===== config.mk =====
export PLATFORM = sky130hd
export DESIGN_NAME = uart_rx
export DESIGN_NICKNAME = d
export VERILOG_FILES = /design/src/rtl/uart_rx.sv
export SDC_FILE = /design/constraint.sdc
export NUM_CORES = 1
export LEC_CHECK = 0
export CAP_MARGIN = 10
export CORE_ASPECT_RATIO = 0.7
export CORE_MARGIN = 10
export CORE_UTILIZATION = 59
export DETAILED_ROUTE_END_ITERATION = 8
export GPL_ROUTABILITY_DRIVEN = 0
export MAX_ROUTING_LAYER = met4
export PLACE_DENSITY = 0.81
export SYNTH_ARGS = -nofsm -noshare
export SYNTH_HDL_FRONTEND = slang
export SYNTH_SLANG_ARGS = --single-unit

===== constraint.sdc =====
create_clock -name clk -period 3.8 [get_ports clk]
set_clock_uncertainty 0.1 [all_clocks]
set_input_delay 0.57 -clock clk [delete_from_list [all_inputs] [get_ports clk]]
set_output_delay 0.57 -clock clk [all_outputs]
set_load 0.02 [all_outputs]

===== src/rtl/uart_rx.sv =====
// uart_rx: 8-bit UART receiver, start/8 data LSB first/stop; define UART_RX_PARITY_EN for an odd parity bit.
module uart_rx #(
   parameter int CLKS_PER_BIT = 1
) (
   input  logic       clk,
   input  logic       rst,
   input  logic       serial_in,
   output logic [7:0] rx_data,
   output logic       rx_valid,
   output logic       parity_error,
   output logic       frame_error,
   output logic       rx_busy
);
   localparam logic [7:0] CPB  = 8'(CLKS_PER_BIT);
   localparam logic [7:0] HALF = 8'((CLKS_PER_BIT + 1) / 2);
`ifdef UART_RX_PARITY_EN
   typedef enum logic [2:0] {IDLE, START, DATA, PARITY, STOP, WAIT_IDLE} state_t;
   logic perr;
`else
   typedef enum logic [2:0] {IDLE, START, DATA, STOP, WAIT_IDLE} state_t;
   assign parity_error = 1'b0;
`endif
   state_t     state;
   logic       s1, s2;
   logic [7:0] cnt, sh;
   logic [2:0] idx;
   logic       tick;
   assign tick = cnt == CPB;
   always_ff @(posedge clk) begin
      if (rst) begin
         s1          <= 1'b1;
         s2          <= 1'b1;
         state       <= IDLE;
         cnt         <= '0;
         idx         <= '0;
         sh          <= '0;
         rx_data     <= '0;
         rx_valid    <= 1'b0;
         frame_error <= 1'b0;
         rx_busy     <= 1'b0;
`ifdef UART_RX_PARITY_EN
         perr         <= 1'b0;
         parity_error <= 1'b0;
`endif
      end else begin
         s1          <= serial_in;
         s2          <= s1;
         rx_valid    <= 1'b0;
         frame_error <= 1'b0;
`ifdef UART_RX_PARITY_EN
         parity_error <= 1'b0;
`endif
         case (state)
            IDLE: if (!s2) begin
               state   <= (CLKS_PER_BIT == 1) ? DATA : START;
               cnt     <= 8'd1;
               rx_busy <= 1'b1;
            end
            // mid-start-bit recheck rejects short glitches
            START: if (cnt == HALF) begin
               cnt     <= 8'd1;
               state   <= s2 ? IDLE : DATA;
               rx_busy <= !s2;
            end else cnt <= cnt + 8'd1;
            DATA: if (tick) begin
               cnt <= 8'd1;
               sh  <= {s2, sh[7:1]};
               idx <= idx + 3'd1;
`ifdef UART_RX_PARITY_EN
               if (idx == 3'd7) state <= PARITY;
`else
               if (idx == 3'd7) state <= STOP;
`endif
            end else cnt <= cnt + 8'd1;
`ifdef UART_RX_PARITY_EN
            PARITY: if (tick) begin
               cnt   <= 8'd1;
               perr  <= ~^{sh, s2};
               state <= STOP;
            end else cnt <= cnt + 8'd1;
`endif
            STOP: if (tick) begin
               cnt <= '0;
               if (s2) begin
                  rx_data  <= sh;
                  rx_valid <= 1'b1;
`ifdef UART_RX_PARITY_EN
                  parity_error <= perr;
`endif
                  state    <= IDLE;
                  rx_busy  <= 1'b0;
               end else begin
                  frame_error <= 1'b1;
                  state       <= WAIT_IDLE;
               end
            end else cnt <= cnt + 8'd1;
            WAIT_IDLE: if (s2) begin
               state   <= IDLE;
               rx_busy <= 1'b0;
            end
            default: begin
               state   <= IDLE;
               rx_busy <= 1'b0;
            end
         endcase
      end
   end
endmodule


-- Yosys cells after proc, flatten, opt, wreduce, memory -nomap -nowiden
Index checks and enable logic that the tools add are counted.
- add/sub/neg operators: 2
- bitwise gates (word level): 3
- multiplexer cells: 20
- equality and inequality tests: 12
- reductions and logical operators: 10
- operators with widths (kind ; number):
    two-way mux 8 bit ; 3
    one-hot mux 8 bit (3 select lines) ; 1
    two-way mux 3 bit ; 7
    one-hot mux 3 bit (5 select lines) ; 1
    inequality test 2 bit (second input constant) ; 6
    adder 8 x 1 -> 8 bit (second input constant) ; 1
    == test 8 x 1 -> 1 bit (second input constant) ; 1
    == test 3 x 2 -> 1 bit (second input constant) ; 2
    == test 3 bit (second input constant) ; 2
    two-way mux 1 bit ; 6
    AND reduction 6 bit ; 1
    one-hot mux 1 bit (5 select lines) ; 1
    AND reduction 2 bit ; 2
    AND reduction 4 bit ; 1
    adder 3 x 1 -> 3 bit (second input constant) ; 1
    == test 3 x 1 -> 1 bit (second input constant) ; 1
    logical NOT 3 bit ; 1
    NOT 1 bit ; 3
    AND reduction 3 bit ; 1
    nonzero test 3 bit ; 1
    OR reduction 3 bit ; 1
    two-way mux 2 bit ; 1
    OR reduction 2 bit ; 1
    logical NOT 1 bit ; 1
- word-level logic and storage cells: 57
- input port bits: 3
- flip-flop bits (word level): 35
- output and inout port bits: 12

-- Logic depth before layout (Yosys ltp)
Gate-level depths: netlist of run 1.
- depth after elaboration: 4
- gate-level depth with buffers: 7

-- Least setup slack after synthesis of run 1
Ideal clock, no wire load.
- path type: register to register
- start: register cnt[0]
- end: register idx[1]
- data required time: 3.572 ns
- arrival time: 1.472 ns
- slack: 2.101 ns
- cell stages (with the launch flop): 7
- cell sequence: dfxtp_1 -> ha_1 -> nor4b_4 -> nand4_1 -> buf_4 -> mux2i_1 -> nor2_1
- word-level cells in the longest chain between the ends: 2
- ends and longest elaborated chain (item ; line ; source):
    start: declaration ; 25 ; logic [7:0] cnt, sh;
    start signal: assignment ; 64 ; end else cnt <= cnt + 8'd1;
    start signal: assignment ; 74 ; end else cnt <= cnt + 8'd1;
    start signal: assignment ; 96 ; end else cnt <= cnt + 8'd1;
    == test 8 x 1 -> 1 bit ; 28 ; assign tick = cnt == CPB;
    AND reduction 2 bit (no source line) ; - ;
    end signal: assignment ; 68 ; idx <= idx + 3'd1;
    end: declaration ; 26 ; logic [2:0] idx;
No other way between the ends.
A chain may end at the register's enable or synchronous reset.

-- Worst setup path after layout of run 1
- start: register cnt[0]
- end: register sh[0]
- word-level cells in the longest chain between the ends: 2
- ends and longest elaborated chain (item ; line ; source):
    == test 8 x 1 -> 1 bit ; 28 ;
    AND reduction 2 bit (no source line) ; - ;
    end signal: assignment ; 67 ; sh <= {s2, sh[7:1]};
    end: declaration ; 25 ;
No other way between the ends.

==> results.json, run 1 <==
{
  "wl_um": 2930,
  "n_antenna_cell": 0,
  "viasPerCell": 5.55,
  "finalMaxSlewViolations": 0,
  "synthFlopType": "dfxtp_1",
  "fmax_ghz": 0.417,
  "syn_avg_cell_area_um2": 9.61,
  "port-buffer-count": 13,
  "crit_type": "reg2reg",
  "grt_usage_pct": 12.3,
  "grt-ovfl-total": 0,
  "slew_headroom_pct": 21.0,
  "cap_violations": 0,
  "final.setup.tns_ns": 0,
  "period_share_pct": 63.2,
  "ir_drop_v": 0.000334,
  "wl_per_cell_um": 14.5,
  "rsz0062_at_grt": "false",
  "detail-route-antenna-nets": 0,
  "drc": 0,
  "final_nets": 174,
  "power.share.clock_pct": 36.0,
  "clk_pin_slew_worst_paths_ns": 0.07,
  "layout_commonest_cell": "dfxtp_1",
  "synth_area_um2": 1520,
  "cp_data_arrival_time_ns": 2.42,
  "end_kind": "register",
  "rows": 15,
  "synth-seq-cells": 35,
  "worstHoldPathType": "reg2reg",
  "cts_tree": "done",
  "layout-drive-gt1-share_pct": 8.33,
  "cts_hold_buf": 0,
  "die_h_um": 62.4,
  "p_sw_mw": 0.173,
  "setup_violations": 0,
  "io_pins": 15,
  "ctsResizeCount": 0,
  "path_max_fanout": 11,
  "cts-root-buf": "clkbuf_8",
  "p_seq_share_pct": 55.2,
  "async_flop_share_pct": 0,
  "place_area_um2": 1640,
  "fin_area_um2": 1720,
  "synth_warnings": 0,
  "clockBufferDepth": 2,
  "dp_hpwl_um": 2090,
  "synth_edf_count": 0,
  "swShare_pct": 24.6,
  "p_int_mw": 0.529,
  "cts_buffers": 5,
  "p_leak_nw": 0.742,
  "ys_types": 32,
  "clock_latency_ns": 0.27,
  "tightest_slew_ns": 1.18,
  "core_area_um2": 2460,
  "power_density_nw_per_um2": 408,
  "layout_common_cells": "dfxtp_1, nor2_1, mux2i_1",
  "p_comb_share_pct": 8.8,
  "grt_antenna_before_repair": 0,
  "vias": 1122,
  "hold_ws_ns": 0.339,
  "h-tree-depth": 2,
  "finalPower_mw": 0.702,
  "final.fill_count": 189,
  "start_util_pct": 61.7,
  "status": "finished clean",
  "dr.pass1.iters": 4,
  "cts_sinks": 35,
  "area_growth_pct": 13.4,
  "grt_max_degree": 36,
  "syn_inst": 158,
  "startpoint_type": "register",
  "drt_iter0_drc": 89,
  "grt_pass1_wl_um": 4930,
  "dieArea_um2": 5030,
  "period_minus_slack_ns": 2.40,
  "syn_nets": 165,
  "hold_violations": 0,
  "cp.required_ns": 3.82,
  "ys_seq_area_share_pct": 46.2,
  "post_cts_buffers": 0,
  "grt_pass1_vias": 1047,
  "fp.dieW_um": 80.6
}
==> state kept, by name (all words and copies together), names as in the netlist <==
register,cells
sh,8
rx_valid,1
s1,1
idx,3
rx_data,8
s2,1
state,3
frame_error,1
rx_busy,1
cnt,8
==> worst max-delay path, stage by stage, from the launching register on <==
cell	delay (ns)
dfxtp_1	0.42
ha_1	0.18
nor4b_4	0.40
nand4_1	0.71
mux2i_1	0.38
nor2_1	0.06
==> cells in the mapped netlist, types with 2 or more instances <==
master | count | area [um^2]
nand2_1 | 6 | 22.5
nor3_1 | 12 | 60.1
clkbuf_1 | 7 | 26.3
ha_1 | 4 | 50.1
nor2_1 | 29 | 109
a31oi_1 | 3 | 18.8
xor2_1 | 3 | 26.3
a211oi_1 | 2 | 15.0
a2111oi_0 | 2 | 17.5
buf_4 | 2 | 15.0
nand4_1 | 4 | 25.0
nand3_1 | 2 | 10.0
or2_2 | 3 | 18.8
buf_2 | 2 | 10.0
inv_1 | 3 | 11.3
mux2i_1 | 19 | 190
xnor2_1 | 6 | 52.6
dfxtp_1 | 35 | 701
==> stage by stage <==
step / instances / utilization, % / worst slack, ns
finish: 202 / 70.0 / 1.40
global route: 202 / 70.0 / 1.23
CTS: 202 / 70.0 / 1.43
detailed placement: 194 / 66.7 / 1.35
global placement: 194 / 66.7 / 1.43
floorplan: 158 / - / 2.10
==> metal layers <==
layer	GRT usage [%]	part of all wire (%)	vias to the layer above
met5	-	0	-
met2	19.3	48	27
met4	3.95	0.95	0
li1	-	-	557
met1	14.7	46	536
met3	3.59	5.9	2
==> power groups by stage <==
stage               clock (mW)  combinational [mW]  sequential [mW]
finish                   0.253              0.0616            0.387
detailed placement           0              0.0621            0.395
floorplan                    0              0.0514            0.391
CTS                      0.253              0.0619            0.387
global placement             0              0.0593            0.394
global route             0.270              0.0679            0.388
==> kinds of logic (layout without fill, tap and decap cells) <==
kind of cell	after synthesis	count (layout)	share of synthesized area, %
fa+ha+maj	5	5	3.96
buf+inv	14	24	4.12
other cells	1	1	0.247
mux	19	19	12.5
xor+xnor	9	9	5.19
compound gates	11	11	5.77
simple gates	64	64	22.0
flops	35	35	46.2
==> final timing paths <==
| path | start | to | slack, ns | depth (start not counted) |
|---|---|---|---|---|
| worst max-delay path | cnt[0] | sh[0] | 1.40 | 5 |
| worst min-delay path | s1 | s2 | 0.34 | 1 |
| worst max register to register | cnt[0] | sh[0] | 1.40 | 5 |
| worst min register to register | s1 | s2 | 0.34 | 1 |
==> area by class of cell <==
type                    instances  area, um^2  area share, %
repair buffers                 13         130           7.56
multi-input cells             109         754           43.9
inverters                       3        11.3          0.655
well taps                      34        42.5           2.47
flip-flops and latches         35         701           40.7
clock buffers                   7        76.3           4.44
clock inverters                 1        5.00          0.291
Power figures use the tool's default switching activity.
==> run 2, diff against run 1 <==
CORE_UTILIZATION = 50   (was 59)
PLACE_DENSITY = 0.73   (was 0.81)
clock period = 1.98 ns   (was 3.8 ns; I/O delays follow)
==> results.json, run 2 (synthesis results as in run 1) <==
{
  "cts-root-buf": "clkbuf_8",
  "grt_pass1_wl_um": 4880,
  "crit_type": "reg2reg",
  "cts_sinks": 35,
  "io_pins": 15,
  "power_density_nw_per_um2": 762,
  "wl_per_cell_um": 13.1,
  "vias": 1118,
  "grt_max_degree": 28,
  "final.setup.tns_ns": 0,
  "grt_usage_pct": 11.0,
  "final_nets": 180,
  "clock_latency_ns": 0.28,
  "rows": 16,
  "die_h_um": 66.1,
  "dp_hpwl_um": 1990,
  "drt_iter0_drc": 66,
  "worstHoldPathType": "reg2reg",
  "period_share_pct": 91.4,
  "clockBufferDepth": 2,
  "cap_violations": 0,
  "status": "finished clean",
  "detail-route-antenna-nets": 0,
  "period_minus_slack_ns": 1.81,
  "largest_registers": "cnt x8, rx_data x8, sh x8",
  "final.fill_count": 239,
  "slew_headroom_pct": 61.7,
  "layout_commonest_cell": "dfxtp_1",
  "wl_um": 2750,
  "layout-drive-gt1-share_pct": 12.1,
  "cpPeakStageDelay_ns": 0.42,
  "grt_pass1_vias": 1047,
  "finalMaxSlewViolations": 0,
  "area_growth_pct": 16.9,
  "grt_use_met3_pct": 4.19,
  "cts_tree": "done",
  "dp_cells": 202,
  "h-tree-depth": 2,
  "cts_buffers": 5,
  "drc": 0,
  "grt-busiest-layer": "met2",
  "port-buffer-count": 13,
  "stdcell_count": 210,
  "tightest_slew_ns": 0.571,
  "clk_pin_slew_worst_paths_ns": 0.06,
  "startpoint_type": "register",
  "hold_violations": 0,
  "gr-usage-met2_pct": 15.4,
  "p_leak_nw": 0.772,
  "fp.dieW_um": 85.9,
  "dieArea_um2": 5670,
  "place_area_um2": 1690,
  "viasPerCell": 5.32,
  "grt_antenna_before_repair": 0,
  "fmax_ghz": 0.553,
  "core_area_um2": 2840,
  "layout_common_cells": "dfxtp_1, nor2_1, mux2i_1",
  "grt-ovfl-total": 0,
  "cp.required_ns": 2.09,
  "post_cts_buffers": 0,
  "end_kind": "register",
  "path_max_fanout": 7,
  "fin_area_um2": 1770,
  "rsz0062_at_grt": "false",
  "path_cells": "inv_1, ha_1, nor4b_4, nand2_4, or4_1, a31oi_1",
  "n_antenna_cell": 0,
  "ir_drop_v": 0.000490,
  "dr.pass1.iters": 4,
  "setup_violations": 0,
  "cp_data_arrival_time_ns": 1.92,
  "cp_slowest_cell": "nor4b_4",
  "grtUsageMet1_pct": 13.6,
  "start_util_pct": 53.4
}
run 2: layout make-up:
cell class | count | area [um^2] | area share [%]
Clock buffer | 7 | 76.3 | 4.30
Clock inverter | 1 | 5.00 | 0.282
Inverter | 3 | 11.3 | 0.635
Multi-Input combinational cell | 109 | 756 | 42.6
Sequential cell | 35 | 702 | 39.6
Tap cell | 36 | 45.0 | 2.54
Timing Repair Buffer | 19 | 179 | 10.1
run 2: where the power goes:
group | total, mW | internal [mW] | switching, mW
Combinational | 0.130 | 0.0592 | 0.0712
Clock | 0.479 | 0.246 | 0.233
Sequential | 0.743 | 0.721 | 0.0226
Total | 1.35 | 1.03 | 0.327
run 2: final timing paths:
path                from  endpoint  slack (ns)  cells after the start
hold reg to reg       s1        s2        0.31                      1
hold / removal        s1        s2        0.31                      1
setup / recovery  cnt[1]   rx_busy        0.17                      6
setup reg to reg  cnt[1]   rx_busy        0.17                      6
run 2: timing repair:
| action | 4_1_cts | 5_1_grt |
|---|---|---|
| hold buffers | 0 | 0 |
| resized for setup | 0 | 3 |
| setup endpoints to repair | 0 | 14 |
run 2: through the flow:
| step | power, mW | util, % | hold WS, ns | setup slack, ns |
|---|---|---|---|---|
| final | 1.35 | 62.4 | 0.314 | 0.171 |
| after global routing | 1.42 | 62.4 | 0.337 | 0.00466 |
| after CTS | 1.37 | 62.2 | 0.319 | 0.126 |
| after detailed placement | 0.887 | 59.3 | 0.303 | 0.151 |
| after global placement | 0.882 | 59.3 | 0.293 | 0.222 |
| after floorplan | 0.849 | - | 0.289 | 0.281 |
run 2: per-layer routing:
metal  vias up  wire length, um
li1        573                -
met1       522             1380
met2        18             1180
met3         5              149
met4         0               44
met5         -                0
run 2: critical path, delay by kind of cell (launching register included):
kind	cells	cell delay, ns
AO/OA/AOI/OAI	1	0.16
adder cells (fa/ha/maj)	1	0.13
buffers and inverters	1	0.06
flip-flops	1	0.34
AND/OR/NAND/NOR	3	0.95
